**src/rtl/arm_banked_regfile.sv**
```systemverilog
// ARM-style register file: shared r0-r12, SP/LR/SPSR banked per mode, one-cycle exception
// entry/return, registered reads with write bypass. Define REGFILE_FIQ_BANK_EN for the FIQ bank.
module arm_banked_regfile #(
  parameter int unsigned       DATA_W       = 32,
  parameter logic [DATA_W-1:0] RESET_VECTOR = '0,
  parameter int unsigned       FLAGS_W      = 4
) (
  input  logic               clock,
  input  logic               reset_n,
  input  logic               wr_en,
  input  logic [3:0]         wr_sel,
  input  logic [DATA_W-1:0]  wr_data,
  input  logic [3:0]         rd_sel0,
  input  logic [3:0]         rd_sel1,
  output logic [DATA_W-1:0]  rd_data0,
  output logic [DATA_W-1:0]  rd_data1,
  input  logic               pc_wr_en,
  input  logic [DATA_W-1:0]  pc_in,
  output logic [DATA_W-1:0]  pc_out,
  input  logic               flags_wr_en,
  input  logic [FLAGS_W-1:0] flags_in,
  output logic [FLAGS_W-1:0] flags_out,
  input  logic               exc_entry,
  input  logic [1:0]         exc_mode,
  input  logic [DATA_W-1:0]  exc_ret_addr,
  input  logic [DATA_W-1:0]  exc_vector,
  input  logic               exc_return,
  output logic [1:0]         mode
);

  localparam logic [1:0] MODE_USR = 2'd0;
  localparam logic [1:0] MODE_IRQ = 2'd1;
  localparam logic [1:0] MODE_SVC = 2'd2;
  localparam logic [1:0] MODE_FIQ = 2'd3;
  localparam int unsigned SPSR_W = FLAGS_W + 2;

  logic [DATA_W-1:0]  gpr_q [13];
  logic [DATA_W-1:0]  sp_q  [3];  // indexed by USR/IRQ/SVC
  logic [DATA_W-1:0]  lr_q  [3];
  logic [SPSR_W-1:0]  spsr_irq_q, spsr_svc_q;
  logic [DATA_W-1:0]  pc_q;
  logic [FLAGS_W-1:0] flags_q;
  logic [1:0]         mode_q;
`ifdef REGFILE_FIQ_BANK_EN
  localparam bit FiqEn = 1'b1;
  logic [DATA_W-1:0]  fiq_q [7];  // private r8..r14
  logic [SPSR_W-1:0]  spsr_fiq_q;
`else
  localparam bit FiqEn = 1'b0;
`endif

  logic              entry_ok, ret_ok;
  logic [SPSR_W-1:0] spsr_cur;
  logic [1:0]        spsr_mode, ret_mode;
  logic [DATA_W-1:0] lr_cur, rd_next0, rd_next1;

  function automatic logic [DATA_W-1:0] read_reg(input logic [3:0] sel);
    logic [DATA_W-1:0] v;
    if (sel == 4'd15) v = pc_q;
`ifdef REGFILE_FIQ_BANK_EN
    else if (mode_q == MODE_FIQ && sel >= 4'd8) v = fiq_q[3'(sel - 4'd8)];
`endif
    else if (sel == 4'd13) v = sp_q[mode_q];
    else if (sel == 4'd14) v = lr_q[mode_q];
    else v = gpr_q[sel];
    return v;
  endfunction

  always_comb begin
    entry_ok = exc_entry &&
               (exc_mode == MODE_IRQ || exc_mode == MODE_SVC || (FiqEn && exc_mode == MODE_FIQ));
    ret_ok   = exc_return && !exc_entry && mode_q != MODE_USR;
    case (mode_q)
      MODE_IRQ: spsr_cur = spsr_irq_q;
      MODE_SVC: spsr_cur = spsr_svc_q;
`ifdef REGFILE_FIQ_BANK_EN
      MODE_FIQ: spsr_cur = spsr_fiq_q;
`endif
      default:  spsr_cur = '0;
    endcase
    spsr_mode = spsr_cur[SPSR_W-1 -: 2];
    // Without the FIQ bank a restored mode 3 is meaningless; fall back to USR.
    ret_mode  = (!FiqEn && spsr_mode == MODE_FIQ) ? MODE_USR : spsr_mode;
    lr_cur    = read_reg(4'd14);
    rd_next0  = read_reg(rd_sel0);
    rd_next1  = read_reg(rd_sel1);
    if (!entry_ok && !ret_ok && wr_en && wr_sel != 4'd15) begin
      if (wr_sel == rd_sel0) rd_next0 = wr_data;
      if (wr_sel == rd_sel1) rd_next1 = wr_data;
    end
  end

  always_ff @(posedge clock or negedge reset_n) begin
    if (!reset_n) begin
      for (int i = 0; i < 13; i++) gpr_q[i] <= '0;
      for (int i = 0; i < 3; i++) begin
        sp_q[i] <= '0;
        lr_q[i] <= '0;
      end
      spsr_irq_q <= '0;
      spsr_svc_q <= '0;
`ifdef REGFILE_FIQ_BANK_EN
      for (int i = 0; i < 7; i++) fiq_q[i] <= '0;
      spsr_fiq_q <= '0;
`endif
      pc_q    <= RESET_VECTOR;
      flags_q <= '0;
      mode_q  <= MODE_SVC;
    end else if (entry_ok) begin
      pc_q   <= exc_vector;
      mode_q <= exc_mode;
      case (exc_mode)
        MODE_IRQ: begin
          spsr_irq_q <= {mode_q, flags_q};
          lr_q[1]    <= exc_ret_addr;
        end
        MODE_SVC: begin
          spsr_svc_q <= {mode_q, flags_q};
          lr_q[2]    <= exc_ret_addr;
        end
`ifdef REGFILE_FIQ_BANK_EN
        MODE_FIQ: begin
          spsr_fiq_q <= {mode_q, flags_q};
          fiq_q[6]   <= exc_ret_addr;
        end
`endif
        default: ;
      endcase
    end else if (ret_ok) begin
      pc_q    <= lr_cur;
      mode_q  <= ret_mode;
      flags_q <= spsr_cur[FLAGS_W-1:0];
    end else begin
      if (wr_en && wr_sel != 4'd15) begin
`ifdef REGFILE_FIQ_BANK_EN
        if (mode_q == MODE_FIQ && wr_sel >= 4'd8) fiq_q[3'(wr_sel - 4'd8)] <= wr_data;
        else
`endif
        if (wr_sel == 4'd13) sp_q[mode_q] <= wr_data;
        else if (wr_sel == 4'd14) lr_q[mode_q] <= wr_data;
        else gpr_q[wr_sel] <= wr_data;
      end
      if (pc_wr_en) pc_q <= pc_in;
      else if (wr_en && wr_sel == 4'd15) pc_q <= wr_data;
      if (flags_wr_en) flags_q <= flags_in;
    end
  end

  always_ff @(posedge clock or negedge reset_n) begin
    if (!reset_n) begin
      rd_data0 <= '0;
      rd_data1 <= '0;
    end else begin
      rd_data0 <= rd_next0;
      rd_data1 <= rd_next1;
    end
  end

  assign pc_out    = pc_q;
  assign flags_out = flags_q;
  assign mode      = mode_q;

endmodule
```
**config.mk**
```make
export PLATFORM = sky130hd
export DESIGN_NAME = arm_banked_regfile
export DESIGN_NICKNAME = d
export VERILOG_FILES = /design/src/rtl/arm_banked_regfile.sv
export SDC_FILE = /design/constraint.sdc
export NUM_CORES = 1
export LEC_CHECK = 0
export BUFFER_PORTS_ARGS = -buffer_cell sky130_fd_sc_hd__buf_2
export CORE_MARGIN = 2
export CORE_UTILIZATION = 57
export CTS_BUF_LIST = sky130_fd_sc_hd__clkbuf_2 sky130_fd_sc_hd__clkbuf_4 sky130_fd_sc_hd__clkbuf_8
export DETAILED_ROUTE_END_ITERATION = 10
export GPL_ROUTABILITY_DRIVEN = 1
export PLACE_DENSITY_LB_ADDON = 0.2
export SLEW_MARGIN = 25
export SYNTH_ARGS = -nofsm -noshare
export SYNTH_HDL_FRONTEND = slang
export SYNTH_SLANG_ARGS = --single-unit
```
**constraint.sdc**
```tcl
create_clock -name clock -period 3.2 [get_ports clock]
set_input_delay 0 -clock clock [delete_from_list [all_inputs] [get_ports clock]]
set_output_delay 0 -clock clock [all_outputs]
set_load 0.01 [all_outputs]
```
==> parameters.txt, run 1 <==
Parameter                              Value

Drt
  Average via count per standard cell    around 7
  Routed wire length per instance    between 20 and 30 µm
  Number of design rule violations left after detail routing    0
  Detailed-routing iteration count for the pre-antenna-repair pass    8
  Iter 0 DRT Violations    about 3,900
  Antenna-violating nets left    0
  Wirelength, routed    approximately 130,000 µm
  Vias    31,120

Worst setup path
  Launching point of the worst reg2reg path    mode[1]
  Worst EP required    3.85 ns
  Worst R2R Path Depth    6
  Buffering stage count on the worst path with inverters included    2
  Critical path cell sequence    buf_12 > mux2i_1 > o21ai_0 > o221ai_1 > dlygate4sd3_1 > o21ai_0
  Sort of element at the start of the critical path    flip-flop
  Setup slack of the worst register-to-register path    -0.07 ns
  Cell with the largest stage delay on the worst path    o21ai_0
  Worst path most repeated cell    o21ai_0
  Arrival time at the worst endpoint    about 3.9 ns
  Endpoint of the worst-slack reg-to-reg timing path    pc_out[16]
  Critical Path Start    mode[1]
  Critical path type    reg -> reg
  Critical Path Sink Type    flip-flop
  Largest delay share family, worst path    compound AO/OA/AOI/OAI gates
  Critical Path Sink    pc_out[16]
  Longest individual stage delay on the worst path    0.87 ns
  Largest fanout on the critical path    76
  WP depth    6

GRT
  Met3 demand-to-capacity share in global routing    12.30%
  Most used routing layer    met2
  Initial antenna violation count    3
  Wire length of the first global-routing pass    200,200 µm
  Total overflow reported by the global router    0
  Global Route met2 Usage    ~57%
  Largest net degree at the start of global routing    110
  GR Util All Layers    about two fifths
  Number of global-route vias before repair    31,460
  Met1 track demand over resource in global routing    approximately 53%

CTS
  Clock slew at reported path FFs    0.07 ns
  Clock Root Buffer    clkbuf_8
  Clock latency of the later-clocked register in the worst-skew pair    0.73 ns
  H-Tree Depth    3
  Clock net sink count    722
  Total clock buffers created by CTS    120
  Maximum count of clock buffers along a single path    3
  TritonCTS clock tree    built

Floorplanning
  I/O pin total    255
  Die Area    between 60,000 and 70,000 µm²
  Initial Util    between 50% and 60%
  Core Footprint    65,980 µm²
  Overall die width    262.6 µm
  # rows    94
  Die Height    262.6 µm

Timing
  Minimum clock period after layout    3.267 ns
  Final-layout setup total negative slack    -0.06747 ns
  RSZ-0062 raised after global routing    false
  Worst Clk Skew    0.02184 ns
  Max Clk Rate    about 0.3 GHz
  Setup violations, final    1
  Final worst path period share    102.1%
  Final Worst Setup Slack    -0.06747 ns
  Final max-slew violation count    0
  Transition time of the tightest slew-check pin    1.101 ns
  Final Hold Vio Count    0
  Tightest slew margin relative to the limit    25.83%

Layout
  Final core utilization    ~68%
  Net count of the finished layout    3,698
  Number of cells in the finished layout apart from fillers    4,507
  Fraction of final layout cells sized beyond drive strength 1    35.99%
  Area overhead of the layout relative to synthesis    18.35%
  Final std cell area, no fill    45,130 µm²

Placement
  Placed cell areas    40,560 µm²
  DP HPWL    roughly 87,000 µm
  Weighted congestion at the end of routability-driven global placement    0.9487
  Port bufs    254
  Count of placed standard cells including taps    just over 4,000

Synthesis
  Async SR Flop Fraction    100.0%
  Post-synth top area share    47.32%
  Cell type with the highest aggregate area in the netlist    dfrtp_1
  Number of synthesized flops with an enable pin    0
  Cell count after synthesis    approximately 3,200
  Area contributors post-synth    dfrtp_1 (47%), mux2_2 (15%), mux4_2 (7.0%)
  Count of state elements after synthesis    722
  Post-Syn Nets    about 3,300
  Cell area after synthesis    38,130 µm²
  Number of synthesis warnings    0
  Top FF cell, synth    dfrtp_1
  Sequential-to-total area share from yosys stat    a little under half
  Mean instance size in the synthesized netlist    12.03 µm²
  Number of distinct library cells after synthesis    70

Power
  Switching power as a share of total power    32.12%
  Maximum VDD drop    0.0003078 V
  Power density over cell area    660.9 nW/µm²
  Internal power consumption    between 20 and 25 mW
  Power spent charging and discharging nets    9.579 mW
  Leakage power    approximately 20 nW
  Comb pwr share    26.3%
  Part of the total power dissipated in the clock network    29.6%
  Part of the total power dissipated in sequential elements    44.1%

Hold path
  Worst min-delay path category    in -> reg

Flow run
  MaxCap Viol Count    0

Run status
  Status    finished, violations left
  Failing checks    negative setup slack
==> worst register-to-register path: cells and delay by family, from the launching register on <==
family	cells	cell delay (ns)
compound gates	3	1.29
buf+inv	2	1.08
flops	1	0.63
mux	1	0.19
==> layer usage <==
metal	wire length, µm	share of wire (%)
met2	58410	44
met1	52550	39
met4	5722	4.3
met3	16960	13
met5	13	0.0097
==> placed cells by master, fill, tap and decap left out, types with 34 or more instances in the layout <==
cell / synthesis / layout
a21oi_1: 97 / 97
a22oi_1: 92 / 92
a2bb2oi_1: 34 / 34
a31oi_1: 41 / 41
buf_2: 113 / 249
buf_4: 15 / 118
clkbuf_4: 0 / 46
clkbuf_8: 0 / 157
dfrtp_1: 721 / 720
dlygate4sd3_1: 0 / 183
mux2_1: 51 / 51
mux2_2: 508 / 508
mux2i_1: 209 / 209
mux4_2: 118 / 118
nand2_1: 119 / 117
nand3_1: 47 / 47
nor2_1: 164 / 159
o21a_1: 34 / 34
o21ai_0: 159 / 147
o221ai_1: 82 / 82
o22a_1: 37 / 37
==> flip-flops by register name (all words and copies together) (netlist names) <==
name / flops
flags_out: 4
gpr_q: 416
lr_q: 96
mode: 2
pc_out: 32
rd_data0: 32
rd_data1: 32
sp_q: 96
spsr_irq_q: 6
spsr_svc_q: 6
==> synth_stat cells (34+ instances only) <==
library cell / number
mux2_2: 508
dfrtp_1: 721
a21oi_1: 97
a31oi_1: 41
mux4_2: 118
nand3_1: 47
o21a_1: 34
mux2i_1: 209
mux2_1: 51
nor2_1: 164
o22a_1: 37
o21ai_0: 159
o221ai_1: 82
a22oi_1: 92
nand2_1: 119
clkbuf_1: 180
buf_2: 113
a2bb2oi_1: 34
==> what timing repair did <==
| item | 4_1_cts | 5_1_grt |
|---|---|---|
| setup endpoints to repair | 0 | 19 |
| buffers inserted | 0 | 3 |
| resized for setup | 0 | 11 |
| endpoints found under the hold margin | 1175 | 8 |
| hold buffers | 181 | 3 |
==> worst min-delay path by stage <==
stage                    from      endpoint  slack [ns]  cells after the start
floorplan             reset_n  flags_out[0]       -0.30                      0
global placement      reset_n     pc_out[4]        0.07                      1
detailed placement    reset_n     pc_out[4]        0.08                      1
CTS                 wr_sel[2]    gpr_q[341]        0.02                      3
global route        wr_sel[3]    gpr_q[397]        0.04                      3
finish              wr_sel[3]    gpr_q[397]        0.05                      3
==> power groups by stage <==
stage,sequential [mW],clock (mW),combinational [mW]
floorplan,12.7,0,4.81
global placement,13.0,0,7.05
detailed placement,13.2,0,7.29
CTS,13.1,8.87,7.62
global route,13.4,9.32,8.31
finish,13.2,8.82,7.84
==> through the flow <==
step                worst slack [ns]  total power, mW  hold WS [ns]
floorplan                    0.03649            17.50       -0.2956
global placement              0.1404            20.07       0.07371
detailed placement            0.1007            20.51       0.07727
CTS                          0.04846            29.58       0.02162
global route                 0.02038            31.02       0.03714
finish                      -0.06747            29.82       0.04598
==> cell families after synthesis <==
logic type / count (synthesis) / share of synthesized area [%]
AOI/OAI and AO/OA: 734 / 13.45
xor gates and xnor gates: 8 / 0.1837
adders and majority gates: 5 / 0.1641
buffers and inverters: 373 / 4.387
DFF: 722 / 47.39
muxes: 886 / 28.97
and+or+nand+nor: 442 / 5.460
==> final cells by class <==
type / instances / area [µm²]
Tap cell: 864 / 1081
Multi-Input combinational cell: 2075 / 18520
Timing Repair Buffer: 587 / 4682
Clock buffer: 203 / 2506
Sequential cell: 722 / 18070
Clock inverter: 19 / 126.4
Antenna cell: 3 / 7.507
Inverter: 34 / 127.6
Fill cell: 4628 / 20850
No activity file was read; power rests on OpenSTA's default activity.
==> inputs of run 2 (changes only) <==
Settings changed: PLACE_DENSITY from default to 0.79, PLACE_DENSITY_LB_ADDON 0.2 to default.
==> run 2 against run 1 <==
Net effect:
- the flow still finishes with violations (negative setup slack)
- wire length grew 1.0%
- via count grew 2.3%
- final cell count shrank 0.62%
- combinational power is 2.8% higher
- sequential power about the same
- die area stayed put
- setup slack better by 0.042 ns
==> parameters.txt, run 2 (synthesized netlist as in run 1, its figures left out) <==
Parameter                              Value

Drt
  Number of design rule violations left after detail routing    0 (unchanged)
  Detailed-routing iteration count for the pre-antenna-repair pass    9 (was 8)
  Iter 0 DRT Violations    4,580 (was 3,913)
  Wirelength, routed    135,100 µm (was 133,700 µm)
  Antenna-violating nets left    0 (unchanged)
  Average via count per standard cell    7.109 (was 6.905)
  Routed wire length per instance    30.15 µm (was 29.66 µm)
  Vias    31,840 (was 31,120)

Worst setup path
  Largest fanout on the critical path    84 (was 76)
  Sort of element at the start of the critical path    flip-flop (unchanged)
  Critical Path Start    mode[0] (was mode[1])
  Critical path type    reg -> reg (unchanged)
  Longest individual stage delay on the worst path    0.61 ns (was 0.87 ns)
  Cell with the largest stage delay on the worst path    dlygate4sd3_1 (was o21ai_0)
  Setup slack of the worst register-to-register path    -0.03 ns (was -0.07 ns)
  Critical path cell sequence    buf_12 > nor2b_4 > buf_12 > buf_4 > nand2_1 > o21ai_0 > buf_4 > o221ai_1 > dlygate4sd3_1 > o21ai_0 (was buf_12 > mux2i_1 > o21ai_0 > o221ai_1 > dlygate4sd3_1 > o21ai_0)
  Launching point of the worst reg2reg path    mode[0] (was mode[1])
  Worst R2R Path Depth    10 (was 6)
  Worst EP required    3.87 ns (was 3.85 ns)
  Critical Path Sink    pc_out[2] (was pc_out[16])
  Critical Path Sink Type    flip-flop (unchanged)
  Endpoint of the worst-slack reg-to-reg timing path    pc_out[2] (was pc_out[16])
  Arrival time at the worst endpoint    3.89 ns (was 3.91 ns)

Timing
  RSZ-0062 raised after global routing    false (unchanged)
  Final worst path period share    100.8% (was 102.1%)
  Setup violations, final    1 (unchanged)
  Worst hold margin    0.03625 ns (was 0.04598 ns)
  Final Hold Vio Count    0 (unchanged)
  Max Clk Rate    0.3101 GHz (was 0.3060 GHz)
  Minimum clock period after layout    3.225 ns (was 3.267 ns)
  Final max-slew violation count    0 (unchanged)
  Worst Clk Skew    0.03916 ns (was 0.02184 ns)
  Final Worst Setup Slack    -0.02529 ns (was -0.06747 ns)
  Transition time of the tightest slew-check pin    1.193 ns (was 1.101 ns)
  Tightest slew margin relative to the limit    19.65% (was 25.83%)

Layout
  Registers with the most flip-flops    gpr_q x416, lr_q x96, sp_q x96 (unchanged)
  Net count of the finished layout    3,679 (was 3,698)
  Most common cell after layout, fill and taps aside    dfrtp_1 (unchanged)
  Largest register by flop count    gpr_q (unchanged)
  Final core utilization    68.05% (was 68.39%)
  Largest register FFs    416 (unchanged)
  Commonest non-fill, non-tap cells in the layout    dfrtp_1 (720), mux2_2 (508), buf_2 (249), mux2i_1 (209), dlygate4sd3_1 (167) (was dfrtp_1 (720), mux2_2 (508), buf_2 (249), mux2i_1 (209), dlygate4sd3_1 (183))
  Area overhead of the layout relative to synthesis    17.76% (was 18.35%)
  Fraction of final layout cells sized beyond drive strength 1    35.85% (was 35.99%)

Placement
  Port bufs    254 (unchanged)
  DP HPWL    85,560 µm (was 87,090 µm)
  Weighted congestion at the end of routability-driven global placement    0.9688 (was 0.9487)

CTS
  Total clock buffers created by CTS    113 (was 120)
  Clock net sink count    722 (unchanged)
  H-Tree Depth    3 (unchanged)
  Number of buffers inserted by post-CTS setup repair    0 (unchanged)
  Clock slew at reported path FFs    0.07 ns (about the same)
  Maximum count of clock buffers along a single path    3 (unchanged)
  TritonCTS clock tree    built (unchanged)
  Clock Root Buffer    clkbuf_8 (unchanged)
  Clock latency of the later-clocked register in the worst-skew pair    0.76 ns (was 0.73 ns)

Power
  Power density over cell area    665.5 nW/µm² (was 660.9 nW/µm²)
  Maximum VDD drop    0.0003606 V (was 0.0003078 V)
  Leakage power    19.85 nW (was 19.96 nW)

GRT
  Wire length of the first global-routing pass    203,800 µm (was 200,200 µm)
  Largest net degree at the start of global routing    91 (was 110)
  Number of global-route vias before repair    32,590 (was 31,460)
  GR Util All Layers    38.77% (was 38.45%)
  Total overflow reported by the global router    0 (unchanged)
  Initial antenna violation count    8 (was 3)

Flow run
  MaxCap Viol Count    0 (unchanged)

Floorplanning
  Overall die width    262.6 µm (unchanged)
  Core Footprint    65,980 µm² (unchanged)
  Initial Util    57.79% (unchanged)
  Die Area    68,980 µm² (unchanged)
  I/O pin total    255 (unchanged)
  Die Height    262.6 µm (unchanged)
  # rows    94 (unchanged)

Run status
  Failing checks    negative setup slack (unchanged)
  Status    finished, violations left (unchanged)

Hold path
  Worst min-delay path category    in -> async (was in -> reg)
-- run 2: cell count changes in the layout (fill, tap and decap cells not counted), moves of 5 or more --
cell	before	now
clkbuf_4	46	27
o21ai_0	147	157
buf_4	118	123
dlygate4sd3_1	183	167
o21ai_1	12	2
-- run 2: worst min path at each step --
stage / start / endpoint / slack, ns / depth (start not counted)
detailed placement: reset_n / lr_q[42] / 0.05 / 1
finish: reset_n / spsr_irq_q[4] / 0.04 / 3
CTS: reset_n / sp_q[89] / 0.03 / 3
floorplan: reset_n / flags_out[0] / -0.30 / 0
global placement: reset_n / lr_q[42] / 0.04 / 1
global route: reset_n / lr_q[93] / 0.07 / 3
-- run 2: final cells by class --
cell class	instances	area, µm²
Clock inverter	24	203.9
Fill cell	4376	21080
Sequential cell	722	18070
Timing Repair Buffer	575	4557
Clock buffer	182	2336
Tap cell	864	1081
Antenna cell	3	7.507
Multi-Input combinational cell	2075	18520
Inverter	34	127.6
-- run 2: worst max-delay path, delay by kind of cell (launching register included) --
| kind | cells | cell delay (ns) |
|---|---|---|
| compound gates | 3 | 0.62 |
| buf+inv | 5 | 1.67 |
| flops | 1 | 0.39 |
| simple gates | 2 | 0.42 |
-- run 2: timing repair --
item | CTS | global route
hold buffers | 168 | 0
endpoints found under the hold margin | 1436 | 0
resized for setup | 0 | 2
endpoints found under the setup margin | 0 | 10
-- run 2: metrics by stage --
stage          power, mW  worst slack (ns)  area [µm²]  setup TNS (ns)  instances
6_report           29.88          -0.02529       44900        -0.02529       4479
3_5_place_dp       20.59            0.2288       40580               0       4099
4_1_cts            29.42           0.04735       44820               0       4473
2_1_floorplan      17.50           0.03649       38130               0       3170
3_3_place_gp       20.06            0.2563       40540               0       4097
5_1_grt            30.92          0.001138       44900               0       4478
-- run 2: report_power, final --
part | leakage [nW] | switching (mW) | total (mW) | internal [mW]
Clock | 1.36 | 3.83 | 8.68 | 4.85
Combinational | 9.39 | 4.14 | 8.06 | 3.92
Sequential | 9.10 | 1.76 | 13.1 | 11.4
-- run 2: metal layers --
| layer | share of wire (%) | track usage (%) | wire length (µm) | vias up |
|---|---|---|---|---|
| met2 | 44 | 57.26 | 59580 | 2653 |
| li1 | - | - | - | 12650 |
| met1 | 36 | 50.17 | 48400 | 15910 |
| met3 | 15 | 14.93 | 19710 | 628 |
| met4 | 5.4 | 19.17 | 7314 | 8 |
| met5 | 0.042 | 0 | 57 | - |
